## config.mk

```make
export PLATFORM = sky130hd
export DESIGN_NAME = bram_tree_arbiter
export DESIGN_NICKNAME = d
export VERILOG_FILES = /design/src/rtl/bram_tree_arbiter.sv
export SDC_FILE = /design/constraint.sdc
export NUM_CORES = 1
export LEC_CHECK = 0
export BUFFER_PORTS_ARGS = -buffer_cell sky130_fd_sc_hd__buf_2
export CAP_MARGIN = 20
export CORE_MARGIN = 2
export CORE_UTILIZATION = 30
export CTS_CLUSTER_DIAMETER = 100
export DETAILED_ROUTE_END_ITERATION = 8
export HOLD_SLACK_MARGIN = 0.12
export SLEW_MARGIN = 15
export SYNTH_ARGS = -nofsm -noshare
export SYNTH_HDL_FRONTEND = slang
export SYNTH_SLANG_ARGS = --single-unit
```

## constraint.sdc

```tcl
create_clock -name clk -period 3.37 [get_ports clk]
set_clock_uncertainty 0.05 [all_clocks]
set_input_delay 0.8425 -clock clk [delete_from_list [all_inputs] [get_ports clk]]
set_output_delay 0.8425 -clock clk [all_outputs]
set_load 0.05 [all_outputs]
```

## src/rtl/bram_tree_arbiter.sv

```systemverilog
// Round-robin arbiter and sequencer for the BRAM tree priority queue: grants one
// replace request, pulses the tree, waits out the re-heapify window, returns the old top.
module bram_tree_arbiter #(
    parameter int NUM_REQ       = 4,
    parameter int DATA_WIDTH    = 32,
    parameter int SETTLE_CYCLES = 64,
    parameter int CNT_WIDTH     = 16,
    localparam int GW           = (NUM_REQ > 1) ? $clog2(NUM_REQ) : 1,
    localparam int SW           = (SETTLE_CYCLES > 1) ? $clog2(SETTLE_CYCLES) : 1
) (
    input  logic                          clk,
    input  logic                          rst,
    input  logic [NUM_REQ-1:0]            req_valid,
    input  logic [NUM_REQ*DATA_WIDTH-1:0] req_item,
    output logic [NUM_REQ-1:0]            req_ready,
    output logic [NUM_REQ-1:0]            resp_valid,
    output logic [DATA_WIDTH-1:0]         resp_item,
    output logic                          pq_replace,
    output logic [DATA_WIDTH-1:0]         pq_new_item,
    input  logic [DATA_WIDTH-1:0]         pq_top_item,
    output logic                          busy,
    output logic [GW-1:0]                 grant_id,
    output logic [CNT_WIDTH-1:0]          op_count
);

    typedef enum logic [1:0] {IDLE, ISSUE, SETTLE, RESP} state_e;

    state_e                state_q,       state_d;
    logic [GW-1:0]         grant_id_q,    grant_id_d;
    logic [DATA_WIDTH-1:0] pq_new_item_q, pq_new_item_d;
    logic [DATA_WIDTH-1:0] resp_item_q,   resp_item_d;
    logic [NUM_REQ-1:0]    resp_valid_q,  resp_valid_d;
    logic                  pq_replace_q,  pq_replace_d;
    logic                  busy_q,        busy_d;
    logic [CNT_WIDTH-1:0]  op_count_q,    op_count_d;
    logic [SW-1:0]         settle_cnt_q,  settle_cnt_d;

    logic                  hi_found, lo_found, sel_found;
    logic [GW-1:0]         hi_idx, lo_idx, sel_idx;
    logic                  accept;

    // Rotating priority: first valid above the last winner, else the lowest valid overall.
    always_comb begin
        // NOTE: every combinational output gets a default first so no path infers a latch.
        hi_found = 1'b0;
        hi_idx   = '0;
        lo_found = 1'b0;
        lo_idx   = '0;
        for (int i = 0; i < NUM_REQ; i++) begin
            if (!hi_found && req_valid[i] && (GW'(i) > grant_id_q)) begin
                hi_found = 1'b1;
                hi_idx   = GW'(i);
            end
            if (!lo_found && req_valid[i]) begin
                lo_found = 1'b1;
                lo_idx   = GW'(i);
            end
        end
        sel_found = hi_found | lo_found;
        sel_idx   = hi_found ? hi_idx : lo_idx;
    end

    always_comb begin
        req_ready = '0;
        if (state_q == IDLE && sel_found) begin
            req_ready[sel_idx] = 1'b1;
        end
    end

    assign accept = |(req_ready & req_valid);

    always_comb begin
        state_d       = state_q;
        grant_id_d    = grant_id_q;
        pq_new_item_d = pq_new_item_q;
        resp_item_d   = resp_item_q;
        resp_valid_d  = '0;
        pq_replace_d  = 1'b0;
        op_count_d    = op_count_q;
        settle_cnt_d  = settle_cnt_q;

        unique case (state_q)
            IDLE: begin
                if (accept) begin
                    grant_id_d    = sel_idx;
                    pq_new_item_d = req_item[int'(sel_idx)*DATA_WIDTH +: DATA_WIDTH];
                    resp_item_d   = pq_top_item;
                    pq_replace_d  = 1'b1;
                    state_d       = ISSUE;
                end
            end
            ISSUE: begin
                settle_cnt_d = SW'(SETTLE_CYCLES - 1);
                state_d      = SETTLE;
            end
            SETTLE: begin
                if (settle_cnt_q == '0) begin
                    resp_valid_d[grant_id_q] = 1'b1;
                    state_d                  = RESP;
                end else begin
                    settle_cnt_d = settle_cnt_q - SW'(1);
                end
            end
            RESP: begin
                op_count_d = op_count_q + CNT_WIDTH'(1);
                state_d    = IDLE;
            end
            default: state_d = IDLE;
        endcase

        busy_d = (state_d != IDLE);
    end

    // NOTE: sequential state uses non-blocking assignments so all flops update from the same pre-edge values.
    always_ff @(posedge clk) begin
        if (rst) begin
            state_q       <= IDLE;
            grant_id_q    <= GW'(NUM_REQ - 1);
            pq_new_item_q <= '0;
            resp_item_q   <= '0;
            resp_valid_q  <= '0;
            pq_replace_q  <= 1'b0;
            busy_q        <= 1'b0;
            op_count_q    <= '0;
            settle_cnt_q  <= '0;
        end else begin
            state_q       <= state_d;
            grant_id_q    <= grant_id_d;
            pq_new_item_q <= pq_new_item_d;
            resp_item_q   <= resp_item_d;
            resp_valid_q  <= resp_valid_d;
            pq_replace_q  <= pq_replace_d;
            busy_q        <= busy_d;
            op_count_q    <= op_count_d;
            settle_cnt_q  <= settle_cnt_d;
        end
    end

    assign resp_valid  = resp_valid_q;
    assign resp_item   = resp_item_q;
    assign pq_replace  = pq_replace_q;
    assign pq_new_item = pq_new_item_q;
    assign busy        = busy_q;
    assign grant_id    = grant_id_q;
    assign op_count    = op_count_q;

endmodule

```

======== Word-level counts from Yosys, hierarchy flattened ========
Index checks and enable logic that the tools add are counted.
storage, ports and cells
  input bits .............................. 166
  output and inout port bits .............. 92
  bits in registers ....................... 96
  logic and storage cells ................. 83
cells by class
  order comparisons ....................... 8
  shift-type cells ........................ 1
  equality and inequality tests ........... 4
  $add $sub $neg .......................... 2
  mux-type cells .......................... 26
  reductions and logical operators ........ 28
  bitwise logic cells ..................... 5
operator list
  operator                                                           number
  indexed part select 128 x 8 -> 32 bit                              1
  adder 16 x 1 -> 16 bit, second input constant                      1
  2-to-1 mux 2 bit                                                   7
  logical AND 1 bit                                                  13
  2-to-1 mux 1 bit                                                   13
  one-hot mux 6 bit (2 select lines)                                 1
  one-hot mux 2 bit (4 select lines)                                 1
  logical NOT 1 bit                                                  6
  logical NOT 6 bit                                                  1
  less-than comparator 2 x 3 -> 1 bit, second input constant         2
  2-to-1 mux 6 bit                                                   1
  subtractor 6 x 1 -> 6 bit, second input constant                   1
  bitwise AND 4 bit                                                  1
  demux 1 bit (select 2 bit)                                         2
  == test 2 bit, second input constant                               2
  greater-or-equal comparator 2 x 1 -> 1 bit, second input constant  2
  greater-than comparator 1 x 2 -> 1 bit, first input constant       2
  greater-than comparator 2 bit, first input constant                2
  2-to-1 mux 4 bit                                                   1
  AND reduction 2 bit                                                2
  nonzero test 2 bit                                                 2
  OR reduction 4 bit                                                 1
  inverter 1 bit                                                     3
  OR reduction 3 bit                                                 1
  other kinds (5)                                                    5

======== Depth between registers and ports, before layout ========
Gate-level depths: netlist (run 1).
  depth in word-level cells ............... 26
  mapped depth ............................ 8
  depth with buffers taken out ............ 7

======== Least setup slack after synthesis (run 1) ========
Ideal clock, no wire load.
  path kind ............................... input to output
  start point ............................. in req_valid[3]
  end point ............................... out req_ready[2]
  slack ................................... 0.108 ns
  required time ........................... 2.477 ns
  cell stages on the path ................. 5
  data arrival time ....................... 2.369 ns
  buffers on the path ..................... 2
  path through ............................ buf_6 -> or3_4 -> o21ai_2 -> buf_2 -> nor3_1
on the way
  cells in the longest elaborated chain, start to end .. 9
  elaborated cells between the ends (all ways) .. 16
  classes of those cells .................. order compare: 2; mux: 8; bitwise: 1; reduce/logical: 5
ends and longest elaborated chain
  what                                                                                                                            RTL line  text
  start: declaration                                                                                                              13        input logic [NUM_REQ-1:0] req_valid,
  logical AND 1 bit (2 in series)                                                                                                 50        if (!hi_found && req_valid[i] && (GW'(i) > grant_id_q)) begin
  2-to-1 mux 2 bit / 2-to-1 mux 1 bit (equally long branches)                                                                     50
  2-to-1 mux 2 bit                                                                                                                60        sel_idx = hi_found ? hi_idx : lo_idx;
  less-than comparator 2 x 3 -> 1 bit (implied by the code) / greater-or-equal comparator 2 x 1 -> 1 bit (equally long branches)  66        req_ready[sel_idx] = 1'b1;
  logical AND 1 bit (implied by the code)                                                                                         66
  2-to-1 mux 1 bit (implied by the code)                                                                                          66
  demux 1 bit (select 2 bit)                                                                                                      66
  2-to-1 mux 4 bit (*)                                                                                                            65        if (state_q == IDLE && sel_found) begin
  end: declaration                                                                                                                15        output logic [NUM_REQ-1:0] req_ready,
Mark *: on every way between the ends. The rest lies on a longest branch, timed or not.

======== Final worst setup path (run 1) ========
  start point ............................. in req_valid[3]
  end point ............................... out req_ready[0]
Same word-level chain as after synthesis.

==> metrics.yaml, run 1 <==
synthesis:
  yosysSeqAreaShare_pct: 43.7
  yosys-top-cells-area: "dfxtp_1 44%, nand2_1 6.7%, a221oi_1 6.4%"
  yosys_register_bits: 96
  syn_nets: 683
  syn_inst: 511
  avgSynthCellArea_um2: 8.60
  post-synth-top-count-cell: "dfxtp_1"
  netlist_area_um2: 4400
  yosysTopAreaCell: "dfxtp_1"
  synth-async-reset-ratio_pct: 0
  ys_warn_count: 0
  synth_edf_count: 0
  synthTopCellsByCount: "96 x dfxtp_1, 78 x nand2_1, 65 x nor2_1"
  synth.distinct_cells: 47
  synth_flop_cell: "dfxtp_1"
  synth_top_area_share_pct: 43.7
global_routing:
  grtUsageMet2_pct: 30.8
  antenna_found_initial: 0
  track_usage_pct: 18.1
  grt_pass1_vias: 4560
  use_met3_pct: 4.79
  overflow: 0
  use_met1_pct: 22.0
  gr-max-usage-layer: "met2"
  grt_pass1_wl_um: 23000
  grt_max_degree: 68
detailed_routing:
  drtAntennaViolNets: 0
  routed_wl_um: 14400
  vias: 4670
  viasPerCell: 5.02
  wire_per_inst_um: 15.4
  dr.pass1.iters: 4
  drt_iter0_drc: 286
  drc: 0
die:
  die-area_um2: 15600
  io_pins: 258
  row_count: 44
  die_h_um: 125
  die_w_um: 125
  start_util_pct: 30.5
  coreArea_um2: 14400
clock_network:
  cts-htree-levels: 3
  cts_buffers: 9
  cts_tree: "built"
  clockBufferDepth: 2
  path_clk_slew_ns: 0.08
  ctsResizeCount: 0
  post_cts_buffers: 0
  cts.sinks: 96
  clk_latency_ns: 0.35
  cts_root_buf: "clkbuf_16"
  cts_hold_buf: 0
job:
  drv_cap: 0
pwr:
  p_total_mw: 5.85
  ir_drop_uv: 349
  power_density_nw_per_um2: 964
  p_leak_nw: 2.80
critical_path:
  crit_path_cell_trace: "buf_2 -> or3_4 -> o21a_2 -> and2_1 -> buf_2"
  r2r-start: "grant_id[1]$_SDFFE_PP1P_"
  slowest_delay_ns: 0.42
  startpoint_type: "primary input"
  path_buf_inv: 2
  critical_path_required_ns: 2.48
  worstPathMaxFanout: 9
  r2r_cells: 6
  critical_path.startpoint: "req_valid[3]"
  critPathKind: "in -> out"
  crit_top_cell: "buf_2"
  path_delay_family: "simple AND/OR/NAND/NOR gates"
  rr_endpoint: "pq_new_item[24]$_SDFFE_PP0P_"
  crit_path_end_kind: "output port"
  slowest_stage: "or3_4"
  r2r_setup_slack_ns: 1.00
  crit_arrival_ns: 2.01
sta:
  setup-tns-final_ns: 0
  setup_viol: 0
  slew_violations: 0
  finalCriticalPeriod_ns: 2.90
  tightest_slew_ns: 0.941
  clock.fmax_mhz: 345
  min_period_over_period_pct: 86.1
  worst_slew_margin_rel_pct: 37.2
  hold_viol: 0
  rsz0062_at_grt: "no"
  whs_ns: 0.403
min_path:
  holdCritStartpoint: "resp_item[10]$_SDFFE_PP0P_"
  whs_endpoint: "resp_item[10]$_SDFFE_PP0P_"
  min_path_type: "reg -> reg"
  min_delay_path_depth: 2
cells_and_area:
  fin_area_um2: 6070
  drive_above_1_share_pct: 39.9
  area_growth_pct: 38.0
  diodes: 0
  final_nets: 914
place:
  place_area_um2: 5750
  post-dp-hpwl_um: 10400
  place.gp.congestion: 0.825
  io_buffer_count: 257
run_status:
  status: "finished clean"
per-layer routing:
metal,wire length [um],share of wire (%)
met1,6210,43
met2,6970,49
met3,892,6.2
met4,281,2.0
met5,0,0
final cells by class:
cell class | instances | area, um^2
clock buffer | 10 | 239
clock inverter | 6 | 75.1
fill | 1512 | 8360
inverter | 8 | 30.0
multi-input combinational | 360 | 2210
sequential | 96 | 1920
tap | 184 | 230
timing repair buffer | 267 | 1360
registers in the layout (all words and copies together) (netlist names):
signal	count
settle_cnt_q	6
pq_replace	1
busy	1
op_count	16
resp_valid	4
pq_new_item	32
state_q	2
grant_id	2
resp_item	32
worst reg2reg max path, cell delays in order (launching register included):
cell,delay (ns)
dfxtp_1,0.49
a21oi_1,0.20
nor2_1,0.07
nor2_2,0.75
buf_4,0.34
a221oi_1,0.11
a211oi_1,0.27
power by group:
part	leakage (nW)	internal (mW)	switching, mW
clock	0.151	0.607	0.478
combinational	1.86	0.855	2.21
sequential	0.792	1.48	0.216
total	2.80	2.94	2.91
worst max path at each step:
stage / depth (start not counted) / endpoint / slack [ns]
after floorplan: 5 / req_ready[2] / 0.11
after global placement: 5 / req_ready[3] / 0.47
after detailed placement: 5 / req_ready[3] / 0.46
after CTS: 5 / req_ready[3] / 0.46
after global routing: 5 / req_ready[3] / 0.43
final: 5 / req_ready[0] / 0.47
cells in the final DEF (no fill, tap or decap), types with 3 or more instances in the layout:
| master | instances |
|---|---|
| a211oi_1 | 32 |
| a21oi_1 | 38 |
| a221oi_1 | 32 |
| a32oi_1 | 32 |
| and3_1 | 5 |
| buf_2 | 256 |
| buf_4 | 11 |
| clkbuf_16 | 9 |
| dfxtp_1 | 96 |
| ha_1 | 6 |
| inv_1 | 8 |
| mux2i_1 | 3 |
| nand2_1 | 78 |
| nand3_1 | 6 |
| nand4_1 | 3 |
| nor2_1 | 64 |
| nor3_1 | 5 |
| nor3b_1 | 3 |
| o21bai_1 | 3 |
| xnor2_1 | 4 |
| xor2_1 | 11 |
stage by stage:
stage | utilization [%] | setup slack, ns | instances
6_report | 42.1 | 0.469 | 931
5_1_grt | 42.1 | 0.429 | 931
4_1_cts | 42.1 | 0.465 | 931
3_5_place_dp | 39.9 | 0.463 | 915
3_3_place_gp | 39.9 | 0.472 | 915
2_1_floorplan | - | 0.108 | 511
cells by family after synthesis:
| family | share of synthesized area (%) |
|---|---|
| and+or+nand+nor | 18.3 |
| AOI/OAI and AO/OA | 26.0 |
| DFF | 43.7 |
| buffers and inverters | 6.35 |
| xor gates and xnor gates | 2.99 |
| adders and majority gates | 1.71 |
| muxes | 0.939 |
(Power assumes the default switching activity.)
==> run 2, diff against run 1 <==
--- a/config.mk
+++ b/config.mk
@@ -9,9 +9,9 @@
 export CAP_MARGIN = 20
 export CORE_MARGIN = 2
 export CORE_UTILIZATION = 30
-export CTS_CLUSTER_DIAMETER = 100
 export DETAILED_ROUTE_END_ITERATION = 8
 export HOLD_SLACK_MARGIN = 0.12
+export RECOVER_POWER = 50
 export SLEW_MARGIN = 15
 export SYNTH_ARGS = -nofsm -noshare
 export SYNTH_HDL_FRONTEND = slang
==> metrics.yaml, run 2 (synthesis results as in run 1) <==
run_status:
  status: "complete, but fails checks"
  violations: "capacitance limit, slew limit"
critical_path:
  critPathKind: "in -> out"
  crit_top_cell: "buf_2"
  r2r_cells: 6
  r2r_setup_slack_ns: 1.04
  rr_endpoint: "pq_new_item[28]$_SDFFE_PP0P_"
  slowest_delay_ns: 0.42
  startpoint_type: "primary input"
  slowest_stage: "or3_4"
  path_buf_inv: 2
  worstPathMaxFanout: 9
  r2r-start: "grant_id[1]$_SDFFE_PP1P_"
  crit_arrival_ns: 2.01
  path_delay_family: "simple AND/OR/NAND/NOR gates"
  crit_path_end_kind: "output port"
  critical_path_required_ns: 2.48
  crit_path_cell_trace: "buf_2 -> or3_4 -> o21a_2 -> and2_1 -> buf_2"
cells_and_area:
  final_nets: 914
  drive_above_1_share_pct: 29.6
  diodes: 0
  layout_commonest_cell: "buf_2"
  num-fill-cells: 1541
  area_growth_pct: 35.6
  mostFrequentLayoutCells: "182 x buf_2, 96 x dfxtp_1, 78 x nand2_1"
place:
  place.gp.congestion: 0.825
  dp_slack_ns: 0.463
  io_buffer_count: 257
  post-dp-hpwl_um: 10400
clock_network:
  cts.sinks: 96
  ctsResizeCount: 0
  clk_latency_ns: 0.34
  cts_buffers: 9
  clockBufferDepth: 2
  cts_tree: "built"
  cts-htree-levels: 3
  path_clk_slew_ns: 0.07
  cts_root_buf: "clkbuf_16"
  post_cts_buffers: 0
  cts_hold_buf: 0
pwr:
  p_leak_nw: 2.52
  p_total_mw: 5.76
  ir_drop_uv: 347
  power_density_nw_per_um2: 967
detailed_routing:
  drc: 0
  wire_per_inst_um: 15.4
  dr.pass1.iters: 4
  vias: 4680
  viasPerCell: 5.03
  m1WireLength_um: 6150
  drt_iter0_drc: 280
  routed_wl_um: 14300
  wl_met2_um: 6990
  drtAntennaViolNets: 0
  wl_met3_um: 921
  highest_layer: "met4"
sta:
  setup-tns-final_ns: 0
  setup_viol: 0
  finalCriticalPeriod_ns: 2.90
  rsz0062_at_grt: "no"
  hold_viol: 0
  slew_violations: 36
  worst_slew_margin_rel_pct: -7.78
  tightest_slew_ns: 1.62
  fin_ws_ns: 0.470
  clock.fmax_mhz: 345
  min_period_over_period_pct: 86.1
job:
  drv_cap: 1
die:
  coreArea_um2: 14400
  die_h_um: 125
  row_count: 44
  start_util_pct: 30.5
  die-area_um2: 15600
  die_w_um: 125
  io_pins: 258
global_routing:
  track_usage_pct: 18.1
  grt_pass1_vias: 4560
  overflow: 0
  grt_max_degree: 68
  grt_pass1_wl_um: 23000
  antenna_found_initial: 0
min_path:
  whs_endpoint: "resp_item[14]$_SDFFE_PP0P_"
  min_path_type: "reg -> reg"
  holdCritStartpoint: "resp_item[14]$_SDFFE_PP0P_"
  min_delay_path_depth: 2
## run 2: how the worst max path moves through the flow
stage / startpoint / to / slack (ns) / depth (start not counted)
floorplan: req_valid[3] / req_ready[2] / 0.11 / 5
global placement: req_valid[3] / req_ready[3] / 0.47 / 5
detailed placement: req_valid[1] / req_ready[3] / 0.46 / 5
CTS: req_valid[1] / req_ready[3] / 0.46 / 5
global route: rst / busy$_SDFF_PP0_ / 0.40 / 4
finish: req_valid[3] / req_ready[0] / 0.47 / 5
## run 2: report_power, final
part / switching, mW / leakage, nW / internal, mW
clock network: 0.478 / 0.151 / 0.607
logic: 2.21 / 1.57 / 0.763
registers: 0.221 / 0.792 / 1.48
total: 2.91 / 2.52 / 2.85
## run 2: through the flow
stage / std cells / hold WS (ns) / instance area [um^2] / util (%)
floorplan: 511 / 0.418 / 4400 / -
global placement: 915 / 0.390 / 5750 / 39.9
detailed placement: 915 / 0.393 / 5750 / 39.9
CTS: 931 / 0.403 / 6070 / 42.1
global route: 931 / 0.426 / 5960 / 41.3
finish: 931 / 0.405 / 5960 / 41.3
## run 2: layer usage
layer / track usage [%] / vias to the layer above
li1: - / 2327
met4: 6.73 / 0
met2: 30.8 / 165
met5: 0 / -
met1: 22.0 / 2173
met3: 4.79 / 15
## run 2: cell type report
class,instances,area [um^2],share of cell area (%)
timing repair buffer,267,1260,21.2
clock inverter,6,75.1,1.26
clock buffer,10,239,4.01
inverter,8,30.0,0.504
multi-input combinational,360,2200,36.9
tap,184,230,3.86
sequential,96,1920,32.2
## run 2: tightest hold or removal path, cell delays in order (launching register included)
cell and delay (ns):
dfxtp_1 0.31, nand2_1 0.05, a21oi_1 0.05
